## src/rtl/detect_pkg.sv

```systemverilog
// Shared types for the sequence detector and its downstream window counter.
package detect_pkg;

  typedef enum logic {
    IDLE  = 1'b0,
    COUNT = 1'b1
  } dwc_state_t;

  typedef enum logic [1:0] {
    DET_S0,
    DET_S1,
    DET_S2,
    DET_S3
  } det_state_t;

endpackage

```

## src/rtl/detect_window_counter_if.sv

```systemverilog
// Result handshake between the window counter and its consumer.
// valid/ready: a transfer happens on a rising clk edge where valid & ready are both 1;
// while valid is 1 and no transfer happens, count_out and overflow hold steady.
interface detect_window_counter_if #(
  parameter int CNT_W = 4
);
  logic             valid;
  logic             ready;
  logic [CNT_W-1:0] count_out;
  logic             overflow;

  modport master (output valid, output count_out, output overflow, input ready);
  modport slave  (input valid, input count_out, input overflow, output ready);
endinterface

```

## src/rtl/detect_window_counter_window_timer.sv

```systemverilog
// Free-running window timer: counts 0..WINDOW-1 while run is high, flags the last cycle.
module window_timer #(
  parameter int WINDOW = 16
) (
  input  logic                      clk,
  input  logic                      reset,
  input  logic                      run,
  output logic                      last,
  output logic [$clog2(WINDOW)-1:0] timer
);

  localparam int TW = $clog2(WINDOW);

  logic [TW-1:0] timer_q;

  assign last  = (timer_q == TW'(WINDOW - 1));
  assign timer = timer_q;

  always_ff @(posedge clk or negedge reset) begin
    if (!reset) begin
      timer_q <= '0;
    end else if (!run || last) begin
      timer_q <= '0;
    end else begin
      timer_q <= timer_q + TW'(1);
    end
  end

endmodule

```

## src/rtl/detect_window_counter.sv

```systemverilog
// Counts detector match pulses over back-to-back WINDOW-cycle windows and
// offers each window's saturating count through a one-deep output register.
module detect_window_counter
  import detect_pkg::*;
#(
  parameter int WINDOW = 16,
  parameter int CNT_W  = 4
) (
  input  logic                        clk,
  input  logic                        reset,
  input  logic                        en,
  input  logic                        q_in,
  detect_window_counter_if.master     bus,
  output logic                        lost,
  output dwc_state_t                  dbg_state,
  output logic [$clog2(WINDOW)-1:0]   dbg_timer
);

  dwc_state_t       state_q, state_d;
  logic             run, last, win_end, load, at_max;
  logic [CNT_W-1:0] acc_q, final_cnt;
  logic             ovf_q, final_ovf;
  logic             valid_q, out_ovf_q, lost_q;
  logic [CNT_W-1:0] out_cnt_q;

  always_ff @(posedge clk or negedge reset) begin
    if (!reset) state_q <= IDLE;
    else        state_q <= state_d;
  end

  always_comb begin
    state_d = state_q;
    case (state_q)
      IDLE:    if (en)  state_d = COUNT;
      COUNT:   if (!en) state_d = IDLE;
      default: state_d = IDLE;
    endcase
  end

  assign run     = (state_q == COUNT) && en;
  assign win_end = run && last;

  window_timer #(.WINDOW(WINDOW)) u_timer (
    .clk   (clk),
    .reset (reset),
    .run   (run),
    .last  (last),
    .timer (dbg_timer)
  );

  // Value the window would close with if this were its last cycle.
  assign at_max    = (acc_q == '1);
  assign final_cnt = (q_in && !at_max) ? acc_q + CNT_W'(1) : acc_q;
  assign final_ovf = ovf_q || (q_in && at_max);

  always_ff @(posedge clk or negedge reset) begin
    if (!reset) begin
      acc_q <= '0;
      ovf_q <= 1'b0;
    end else if (!run || last) begin
      acc_q <= '0;
      ovf_q <= 1'b0;
    end else begin
      acc_q <= final_cnt;
      ovf_q <= final_ovf;
    end
  end

  // A window result is accepted if the slot is empty or drains this same cycle.
  assign load = win_end && (!valid_q || bus.ready);

  always_ff @(posedge clk or negedge reset) begin
    if (!reset) begin
      valid_q   <= 1'b0;
      out_cnt_q <= '0;
      out_ovf_q <= 1'b0;
      lost_q    <= 1'b0;
    end else begin
      if (load) begin
        valid_q   <= 1'b1;
        out_cnt_q <= final_cnt;
        out_ovf_q <= final_ovf;
      end else if (valid_q && bus.ready) begin
        valid_q <= 1'b0;
      end
      if (win_end && !load) lost_q <= 1'b1;
    end
  end

  assign bus.valid     = valid_q;
  assign bus.count_out = out_cnt_q;
  assign bus.overflow  = out_ovf_q;
  assign lost          = lost_q;
  assign dbg_state     = state_q;

endmodule

```

## src/flat_wrapper.sv

```systemverilog
// flat-port wrapper written by rule: the top's interface ports become plain ports
module detect_window_counter_flat import detect_pkg::*;
#(
  parameter int WINDOW = 16,
  parameter int CNT_W  = 4
)
  (clk, reset, en, q_in, lost, dbg_state, dbg_timer, bus_valid, bus_count_out, bus_overflow, bus_ready);
  detect_window_counter_if #(.CNT_W(CNT_W)) bus_i ();
  input  logic clk;
  input  logic reset;
  input  logic en;
  input  logic q_in;
  output logic lost;
  output dwc_state_t dbg_state;
  output logic [$clog2(WINDOW)-1:0] dbg_timer;
  output wire logic [$bits(bus_i.valid)-1:0] bus_valid;
  output wire logic [$bits(bus_i.count_out)-1:0] bus_count_out;
  output wire logic [$bits(bus_i.overflow)-1:0] bus_overflow;
  input wire logic [$bits(bus_i.ready)-1:0] bus_ready;
  assign bus_valid = bus_i.valid;
  assign bus_count_out = bus_i.count_out;
  assign bus_overflow = bus_i.overflow;
  assign bus_i.ready = bus_ready;
  detect_window_counter #(.WINDOW(WINDOW), .CNT_W(CNT_W)) u_core (.clk(clk), .reset(reset), .en(en), .q_in(q_in), .bus(bus_i), .lost(lost), .dbg_state(dbg_state), .dbg_timer(dbg_timer));
endmodule
```

## config.mk

```make
export PLATFORM = sky130hd
export DESIGN_NAME = detect_window_counter_flat
export DESIGN_NICKNAME = d
export VERILOG_FILES = /design/src/rtl/detect_pkg.sv /design/src/rtl/detect_window_counter_if.sv /design/src/rtl/detect_window_counter_window_timer.sv /design/src/rtl/detect_window_counter.sv /design/src/flat_wrapper.sv
export SDC_FILE = /design/constraint.sdc
export NUM_CORES = 1
export LEC_CHECK = 0
export CORE_AREA = 10 10 47 49
export CTS_CLUSTER_SIZE = 28
export DETAILED_ROUTE_END_ITERATION = 7
export DIE_AREA = 0 0 57 59
export DONT_BUFFER_PORTS = 1
export PLACE_DENSITY = 0.81
export SLEW_MARGIN = 20
export SYNTH_ARGS = -nofsm -noshare
export SYNTH_HDL_FRONTEND = slang
export SYNTH_SLANG_ARGS = --single-unit
```

## constraint.sdc

```tcl
create_clock -name clk -period 1.9 [get_ports clk]
set_input_delay 0.19 -clock clk [delete_from_list [all_inputs] [get_ports clk]]
set_output_delay 0.19 -clock clk [all_outputs]
set_load 0.02 [all_outputs]
```

==> results of run 1 <==
[cells by family after synthesis]
group	after synthesis	synth area share
AO/OA/AOI/OAI	13	0.101
XOR/XNOR	2	0.0236
adder cells (fa/ha/maj)	2	0.0337
buffers and inverters	4	0.0219
flip-flops	17	0.572
multiplexers	4	0.0539
AND/OR/NAND/NOR	23	0.194
[Yosys cell counts (all sizes together) (2+ instances only)]
library cell  count  area share
inv               3       0.015
and3              3       0.032
a21oi             4       0.027
a31oi             5       0.042
ha                2       0.034
nand3             2       0.020
nand2             3       0.015
mux2i             4       0.054
nor2              6       0.030
dfrtp            17        0.57
or2b              2       0.022
o21ai             3       0.020
[critical path, delay by kind of cell (launching register included)]
kind          cells  cell delay [ns]
fa+ha+maj         1             0.28
simple gates      2             0.49
flops             1             0.51
mux               1             0.22
[where the power goes]
part	switching, mW	internal (mW)	total [mW]
Sequential	0.00848	0.366	0.374
Combinational	0.0164	0.00772	0.0242
Clock	0.106	0.0814	0.187
[per-stage QoR]
stage	worst slack, ns	hold slack, ns	instance area [sq um]	total power [mW]
global route	0.216	0.0871	805	0.619
finish	0.326	0.0883	805	0.586
floorplan	0.507	-0.106	743	0.392
CTS	0.323	0.0778	805	0.590
global placement	0.429	-0.105	758	0.395
detailed placement	0.344	-0.105	758	0.396
[area by class of cell]
class | instances | area, sq um | share of cell area
clock buffers | 4 | 26.3 | 0.0327
multi-input cells | 44 | 302 | 0.375
flip-flops and latches | 17 | 425 | 0.529
repair buffers | 2 | 20.0 | 0.0249
well taps | 16 | 20.0 | 0.0249
inverters | 3 | 11.3 | 0.0140
[per-layer routing]
| layer | GRT usage | routed length [microns] |
|---|---|---|
| met2 | 0.153 | 763 |
| met4 | 0.0604 | 20 |
| met5 | 0 | 0 |
| met3 | 0.0408 | 145 |
| met1 | 0.100 | 557 |
[worst max path at each step]
stage,endpoint,slack [ns],cells after the start
global route,u_core.bus.count_out[3],0.22,4
CTS,u_core.bus.count_out[3],0.32,4
detailed placement,u_core.bus.count_out[2],0.34,4
global placement,u_core.bus.count_out[2],0.43,4
finish,u_core.bus.count_out[3],0.33,4
floorplan,u_core.bus.count_out[2],0.51,4
[state kept, by name (all words and copies together), names as in the netlist]
signal,flops
u_core.acc_q,4
u_core.lost,1
u_core.u_timer.timer,4
u_core.ovf_q,1
u_core.bus.valid,1
u_core.bus.count_out,4
u_core.dbg_state,1
u_core.bus.overflow,1
==> key figures, run 1 <==
Run status
  – Status: finished clean

Placed design
  – Placed Cells: 80
  – Post-DP HPWL: 1.12 mm
  – # port buffers: 0
  – GPL Wtd Cong: 0.795

Setup path
  – CP cell instances: ha_1 -> nand3_2 -> nor3_4 -> mux2i_1
  – CP required: 2.11 ns
  – Setup crit start kind: register
  – FF-to-FF Start: u_core.u_timer.timer[0]
  – RR Endpoint: u_core.bus.count_out[3]
  – CP max-delay cell: dfrtp_1
  – Crit-path max cell delay: ~0.5 ns
  – Worst r2r path cells: 4
  – Critical path endpoint category: register
  – FF-to-FF setup slack: approximately 0.33 ns
  – Worst EP arrival: 1.78 ns
  – Critical path class: register to register
  – Crit Path Max Fanout: 5
  – CP startpoint: u_core.u_timer.timer[0]

GRT
  – Vias in the first global route: approximately 530
  – First-pass GRT wire length: 2.53 mm
  – Total GRT Usage: 0.0952
  – GRT overflow: 0
  – Initial antenna violation count: 0
  – Pin count of the biggest net entering global routing: 18

Layout
  – Layout cells sized above 1: 0.114
  – Most frequent cells in the layout: 17 x dfrtp_1, 6 x nor2_1, 5 x a31oi_1, 4 x mux2i_1, 4 x a21oi_1
  – Area grow syn2layout: 8.25%
  – Number of diodes: 0
  – Final Util: 0.574
  – Fin cells: 86
  – FILL cells: 122
  – Most common cell after layout, fill and taps aside: dfrtp_1
  – Nets: between 70 and 80

Power
  – VDD IR max: 507 uV
  – Pwr Density: between 700 and 800 mW/mm^2
  – Leakage power: 0.382 nW

Drt
  – TritonRoute pass-1 iters: 4
  – Final antenna-violating net count: 0
  – Routed wire per std cell: 17.3 microns
  – DRC: 0
  – Detailed-route via count: 500
  – Post-Route WL: 1.49 mm
  – Initial DRC count: 8
  – DR vias/cell: 5.81

Min path
  – Hold crit path type: input pin to register
  – Worst hold path cell count: 2
  – Hold Path Sink: u_core.ovf_q
  – Min-delay src: q_in

Clock tree
  – Clk root buf: clkbuf_4
  – Clock transition at path regs: 0.10 ns
  – Clk buf depth: 2
  – CTS Buf Count: 3
  – CTS sink cnt: 17
  – CTS resizes: 0
  – CTS tree: yes
  – Clk Latency, worst-skew pair: 0.28 ns
  – H-tree depth: 1
  – Hold Buf Count CTS: 2
  – Post-CTS Setup Inserts: 0

Floorplan
  – Initial core utilization: 0.530
  – Die area: 0.00336 sq mm
  – Die Ht: 59 microns
  – Core Region: between 0.001 and 0.0015 sq mm
  – Die X: 57 microns
  – Rows: 14
  – I/O pin count: 17

Yosys
  – Cells after Synth: 65
  – Post-synth design cell area: 743 sq um
  – Number of synthesized flops with an enable pin: 0
  – Synth cell types: 26
  – Async SR Flop Fraction: 1.00
  – Synthesized area per cell: 11.4 sq um
  – Mapped Nets: 72
  – Post-synthesis sequential area ratio: 0.572
  – Yosys reg bits: 17
  – Syn. warnings: 0
  – Main flop type after synthesis: dfrtp_1

STA
  – Final Critical Period: 1.57 ns
  – Setup violators final: 0
  – Worst Skew: 0.00432 ns
  – Final Cycle Share: 0.829
  – Final setup TNS: 0 ns
  – Worst rel slew slack: 0.505
  – Final hold vios: 0
  – Fmax: ~640 MHz
  – Slew of the pin with the lowest slew margin: 0.740 ns
  – Max-slew violations: 0
  – RSZ-0062 raised after global routing: false

Flow run
  – Max cap viols: 0
No activity file was read; power rests on OpenSTA's default activity.
==> run 2, diff against run 1 <==
--- a/config.mk
+++ b/config.mk
@@ -5,10 +5,11 @@
 export SDC_FILE = /design/constraint.sdc
 export NUM_CORES = 1
 export LEC_CHECK = 0
-export CORE_AREA = 10 10 47 49
+export ABC_AREA = 1
+export CORE_MARGIN = 10
+export CORE_UTILIZATION = 53
 export CTS_CLUSTER_SIZE = 28
 export DETAILED_ROUTE_END_ITERATION = 7
-export DIE_AREA = 0 0 57 59
 export DONT_BUFFER_PORTS = 1
 export PLACE_DENSITY = 0.81
 export SLEW_MARGIN = 20
==> constraint.sdc (replaced) <==
create_clock -name clk -period 1.4 [get_ports clk]
set_input_delay 0.14 -clock clk [delete_from_list [all_inputs] [get_ports clk]]
set_output_delay 0.14 -clock clk [all_outputs]
set_load 0.02 [all_outputs]
==> run 2 against run 1 <==
Effect of this change:
- largest power group unchanged
- critical path depth rose by 4
- area after synthesis rose by 5.2%
- die area rose by 1.4%
- clock power rose by 41%
- register-to-register slack got worse by 0.21 ns
- combinational power rose by 100%
- routed wire length rose by 3.8%
- first-iteration DRC count rose by 25%
- synthesized cell count rose by 29%
- clock-buffer cell count did not move
- largest cell class unchanged
==> key figures, run 2 <==
Yosys
  – Post-synthesis sequential area ratio: 0.544
  – Post-synth design cell area: roughly 780 sq um
  – Async SR Flop Fraction: 1.00
  – Synth top area share: 0.544
  – Number of synthesized flops with an enable pin: 0
  – Yosys reg bits: 17
  – Mapped Nets: approximately 90
  – Synthesized area per cell: 9.31 sq um
  – Top cells by area, synth: dfrtp_1 54%, nand2_1 12%, inv_1 4.8%, ha_1 3.2%, nor2_1 2.9%
  – Main flop type after synthesis: dfrtp_1
  – Leading cell types by count after synthesis: 26 x nand2_1, 17 x dfrtp_1, 10 x inv_1
  – Cells after Synth: between 80 and 90
  – Count leader, synth: nand2_1
  – Post-synth top area cell: dfrtp_1
  – Synth cell types: 18
  – Syn. warnings: 0

Layout
  – Most common cell after layout, fill and taps aside: nand2_1
  – Number of diodes: 0
  – Layout cells sized above 1: 0.177
  – Area grow syn2layout: 14.6%
  – Fin area: 896 sq um
  – Nets: 104
  – Most frequent cells in the layout: 26 x nand2_1, 17 x dfrtp_1, 10 x inv_1, 6 x nor2_1, 6 x buf_4

Setup path
  – Critical path class: register to register
  – CP required: around 1.6 ns
  – Crit Path Max Fanout: 4
  – Worst EP arrival: 1.48 ns
  – Setup crit start kind: register
  – Critical path endpoint category: register

Floorplan
  – Die area: 0.00341 sq mm
  – Die Ht: 58.4 microns
  – Core Region: 0.00135 sq mm
  – I/O pin count: 17
  – Die X: 58.4 microns
  – Initial core utilization: 0.579
  – Rows: 13

STA
  – Final setup TNS: 0 ns
  – Worst Skew: between 0.004 and 0.005 ns
  – Worst rel slew slack: 0.513
  – Fmax: 778 MHz
  – Slew of the pin with the lowest slew margin: 0.728 ns
  – Setup violators final: 0
  – Final Critical Period: 1.28 ns
  – Final Cycle Share: 0.918
  – Max-slew violations: 0
  – Final hold vios: 0
  – RSZ-0062 raised after global routing: false

GRT
  – Total GRT Usage: 0.0993
  – GRT overflow: 0
  – Vias in the first global route: 598
  – First-pass GRT wire length: 2.60 mm
  – Pin count of the biggest net entering global routing: 18
  – Initial antenna violation count: 0

Power
  – Leakage power: between 0.4 and 0.5 nW
  – Pwr Density: roughly 910 mW/mm^2
  – VDD IR max: 514 uV

Min path
  – Hold crit path type: input pin to register

Placed design
  – Post-DP HPWL: approximately 1.2 mm
  – Dpl cell area: roughly 850 sq um
  – # port buffers: 0
  – GPL Wtd Cong: 0.805

Clock tree
  – CTS tree: yes
  – CTS Buf Count: 3
  – CTS sink cnt: 17
  – Clock transition at path regs: 0.09 ns
  – H-tree depth: 1
  – Clk root buf: clkbuf_4
  – Clk buf depth: 2
  – Clk Latency, worst-skew pair: 0.30 ns

Drt
  – Routed wire per std cell: 13.9 microns
  – DR vias/cell: 5.35
  – Detailed-route via count: 594
  – DRC: 0
  – TritonRoute pass-1 iters: 4
  – Initial DRC count: 10
  – Post-Route WL: 1.54 mm
  – Final antenna-violating net count: 0

Flow run
  – Max cap viols: 0

Run status
  – Status: finished clean
==> run 2: cell count changes after synthesis, sizes merged, moves of 2 or more <==
cell	before	now
a31oi	5	0
mux2i	4	0
or2b	2	0
and3	3	0
inv	3	10
nand2	3	28
nor2	6	9
o21bai	0	2
nand3	2	5
==> run 2: through the flow <==
step                cells  power, mW  hold WS, ns  setup WS, ns   util
finish                111      0.812      0.00946         0.115  0.664
CTS                   111      0.821      0.00881         0.104  0.661
global placement      105      0.544       -0.155         0.190  0.627
floorplan              84      0.533       -0.156        0.0930      -
global route          111      0.851      0.00759        0.0118  0.664
detailed placement    105      0.546       -0.155         0.118  0.627
==> run 2: path summary, 6_finish.rpt <==
check / start / end / slack, ns / cells past startpoint
min in group asynchronous: reset / u_core.acc_q[3] / 0.34 / 1
hold / removal: en / u_core.ovf_q / 0.009 / 2
max in group asynchronous: reset / u_core.u_timer.timer[1] / 0.61 / 1
setup / recovery: u_core.acc_q[0] / u_core.bus.count_out[0] / 0.12 / 8
setup reg to reg: u_core.acc_q[0] / u_core.bus.count_out[0] / 0.12 / 8
hold reg to reg: u_core.dbg_state / u_core.ovf_q / 0.58 / 2
==> run 2: worst max-delay path, cell delays in order (launching register included) <==
cell and delay, ns:
dfrtp_1 0.38, ha_1 0.22, nand3_1 0.14, nand2_1 0.15
inv_1 0.07, nand2_1 0.07, nand2_1 0.06, nand2_1 0.05
nand2_1 0.05
==> run 2: kinds of logic after synthesis <==
group / count (synthesis) / synth area share
fa+ha+maj: 2 / 0.0320
xor+xnor: 1 / 0.0112
flops: 17 / 0.544
buf+inv: 10 / 0.0480
compound gates: 9 / 0.0640
simple gates: 45 / 0.301
==> run 2: power breakdown <==
group	internal, mW	leakage [nW]	switching, mW	total [mW]
Sequential	0.496	0.234	0.00377	0.500
Clock	0.111	0.0150	0.152	0.263
Combinational	0.0156	0.217	0.0333	0.0489
Total	0.623	0.465	0.189	0.812
==> run 2: what timing repair did <==
item | 4_1_cts | 5_1_grt
setup endpoints to repair | 0 | 4
buffers inserted | 0 | 0
hold endpoints to repair | 18 | 0
hold buffers | 2 | 0
resized for setup | 0 | 1
==> run 2: layout make-up <==
cell class	count	area (sq um)
Timing Repair Buffer	8	65.1
Fill cell	111	454
Inverter	10	37.5
Multi-Input combinational cell	57	323
Clock buffer	4	26.3
Tap cell	15	18.8
Sequential cell	17	425
==> run 2: routing by layer <==
metal,global-route usage,vias up,part of all wire,wire length [microns]
met5,0,-,0,0
met4,0.0570,0,0.016,25
met3,0.0708,3,0.11,177
met2,0.158,15,0.50,766
met1,0.0913,284,0.37,574
li1,-,292,-,-
==> run 3, diff against run 2 <==
--- a/config.mk
+++ b/config.mk
@@ -5,13 +5,12 @@
 export SDC_FILE = /design/constraint.sdc
 export NUM_CORES = 1
 export LEC_CHECK = 0
-export ABC_AREA = 1
 export CORE_MARGIN = 10
-export CORE_UTILIZATION = 53
+export CORE_UTILIZATION = 52
 export CTS_CLUSTER_SIZE = 28
 export DETAILED_ROUTE_END_ITERATION = 7
 export DONT_BUFFER_PORTS = 1
-export PLACE_DENSITY = 0.81
+export PLACE_DENSITY = 0.8
 export SLEW_MARGIN = 20
 export SYNTH_ARGS = -nofsm -noshare
 export SYNTH_HDL_FRONTEND = slang
==> run 3 against run 2 <==
Effect of this change:
- routed wire length is 1.9% lower
- core utilization is 1.4 points higher
- combinational power is 7.4% higher
- register-to-register slack worse by 0.06 ns
- total power is 0.31% lower
- critical path depth is 4 lower
- die area is 2.1% lower
- flip-flop and latch count stayed put
- worst hold slack better by 0.029 ns
- cell count is 16% lower
- sequential power hardly changed
- largest power group unchanged
==> key figures, run 3 (synthesized netlist as in run 1, its figures left out) <==
Run status
  – Status: finished clean

Setup path
  – Worst EP arrival: ~1.6 ns
  – Crit Path Max Fanout: 5
  – Setup crit start kind: register
  – Critical path endpoint category: register
  – Critical path class: register to register
  – CP required: around 1.6 ns

STA
  – RSZ-0062 raised after global routing: false
  – Setup violators final: 0
  – Worst Skew: 0.00919 ns
  – Fmax: between 700 and 800 MHz
  – Final Critical Period: 1.34 ns
  – Worst rel slew slack: 0.513
  – Final Cycle Share: 0.957
  – Max-slew violations: 0
  – Final setup TNS: 0 ns
  – Slew of the pin with the lowest slew margin: 0.727 ns
  – Final hold vios: 0

Min path
  – Hold crit path type: input pin to register

GRT
  – First-pass GRT wire length: about 2.6 mm
  – Initial antenna violation count: 0
  – Total GRT Usage: 0.0936
  – GRT overflow: 0
  – Vias in the first global route: 585
  – Pin count of the biggest net entering global routing: 18

Layout
  – Layout cells sized above 1: 0.256
  – Most frequent cells in the layout: 17 x dfrtp_1, 8 x buf_4, 6 x nor2_1, 5 x a31oi_1, 4 x mux2i_1
  – Seq. cell area: between 400 and 500 sq um
  – Fin area: between 800 and 900 sq um
  – Area grow syn2layout: 20.2%
  – FILL cells: 96
  – Nets: 86
  – Most common cell after layout, fill and taps aside: dfrtp_1
  – Number of diodes: 0
  – Area occupied by multi-input gates: 330 sq um

Placed design
  – Dpl cell area: 802 sq um
  – GPL Wtd Cong: 0.844
  – Post-DP HPWL: approximately 1.1 mm
  – # port buffers: 0

Flow run
  – Max cap viols: 0

Power
  – Switching share of power: 0.231
  – VDD IR max: 561 uV
  – Logic pwr share: 0.065
  – Internal: 0.623 mW
  – Clock share of power: 0.315
  – Flop pwr share: 0.620
  – Pwr Density: 906 mW/mm^2
  – Leakage power: 0.426 nW
  – Sw Pwr: 0.187 mW

Drt
  – Final antenna-violating net count: 0
  – Post-Route WL: between 1.5 and 2 mm
  – DR vias/cell: 5.76
  – Detailed-route via count: 536
  – Initial DRC count: 11
  – DRC: 0
  – Routed wire per std cell: 16.3 microns
  – TritonRoute pass-1 iters: 4

Clock tree
  – Clk Latency, worst-skew pair: 0.29 ns
  – CTS tree: yes
  – Clock transition at path regs: 0.10 ns
  – Clk buf depth: 2
  – CTS Buf Count: 3
  – H-tree depth: 1
  – Clk root buf: clkbuf_4
  – CTS sink cnt: 17

Floorplan
  – I/O pin count: 17
  – Die X: between 50 and 60 microns
  – Core Region: 0.00132 sq mm
  – Initial core utilization: 0.564
  – Die Ht: 57.8 microns
  – Rows: 13
  – Die area: 0.00334 sq mm
## run 3: repair_timing
| action | 4_1_cts | 5_1_grt |
|---|---|---|
| hold buffers | 2 | 0 |
| hold endpoints to repair | 18 | 0 |
| resized for setup | 1 | 5 |
| buffers inserted | 1 | 1 |
| pin swaps | 0 | 2 |
| gates cloned | 0 | 0 |
| endpoints found under the setup margin | 1 | 5 |
## run 3: cell type report
cell class / count / share of cell area
multi-input combinational: 44 / 0.370
clock buffer: 3 / 0.0252
timing repair buffer: 10 / 0.0896
clock inverter: 1 / 0.00560
sequential: 17 / 0.476
tap: 15 / 0.0210
inverter: 3 / 0.0126
## run 3: path summary, 6_finish.rpt
path,startpoint,to,slack [ns],cells after the start
worst min-delay path,q_in,u_core.ovf_q,0.04,2
worst min register to register,u_core.ovf_q,u_core.ovf_q,0.53,2
min in group asynchronous,reset,u_core.dbg_state,0.34,1
max in group asynchronous,reset,u_core.acc_q[0],0.59,1
worst max register to register,u_core.acc_q[0],u_core.acc_q[0],0.06,4
worst max-delay path,u_core.acc_q[0],u_core.acc_q[0],0.06,4
## run 3: power groups by stage
stage	Sequential (mW)	Clock (mW)	Combinational [mW]
floorplan	0.516	0	0.0165
global placement	0.510	0	0.0326
detailed placement	0.510	0	0.0331
CTS	0.500	0.265	0.0504
global route	0.503	0.280	0.0589
finish	0.502	0.255	0.0525
## run 3: per-stage QoR
stage / setup slack [ns] / instances / power, mW / util / hold WS, ns
finish: 0.0600 / 93 / 0.810 / 0.678 / 0.0388
global route: 0.00174 / 93 / 0.842 / 0.678 / 0.0244
CTS: 0.0115 / 92 / 0.815 / 0.653 / 0.0285
detailed placement: 0.0115 / 85 / 0.544 / 0.609 / -0.155
global placement: 0.0763 / 85 / 0.543 / 0.609 / -0.155
floorplan: 0.00700 / 65 / 0.532 / - / -0.156
## run 3: per-layer routing
metal,vias up,global-route usage,wire (microns)
li1,252,-,-
met5,-,0,0
met3,2,0.0392,143
met1,266,0.106,652
met2,16,0.150,708
met4,0,0.0403,10
## run 3: critical path, cell delays in order, from the launching register on
cell and delay, ns:
dfrtp_1 0.39, ha_1 0.23, and3_4 0.17, or3_4 0.33
a21oi_2 0.15
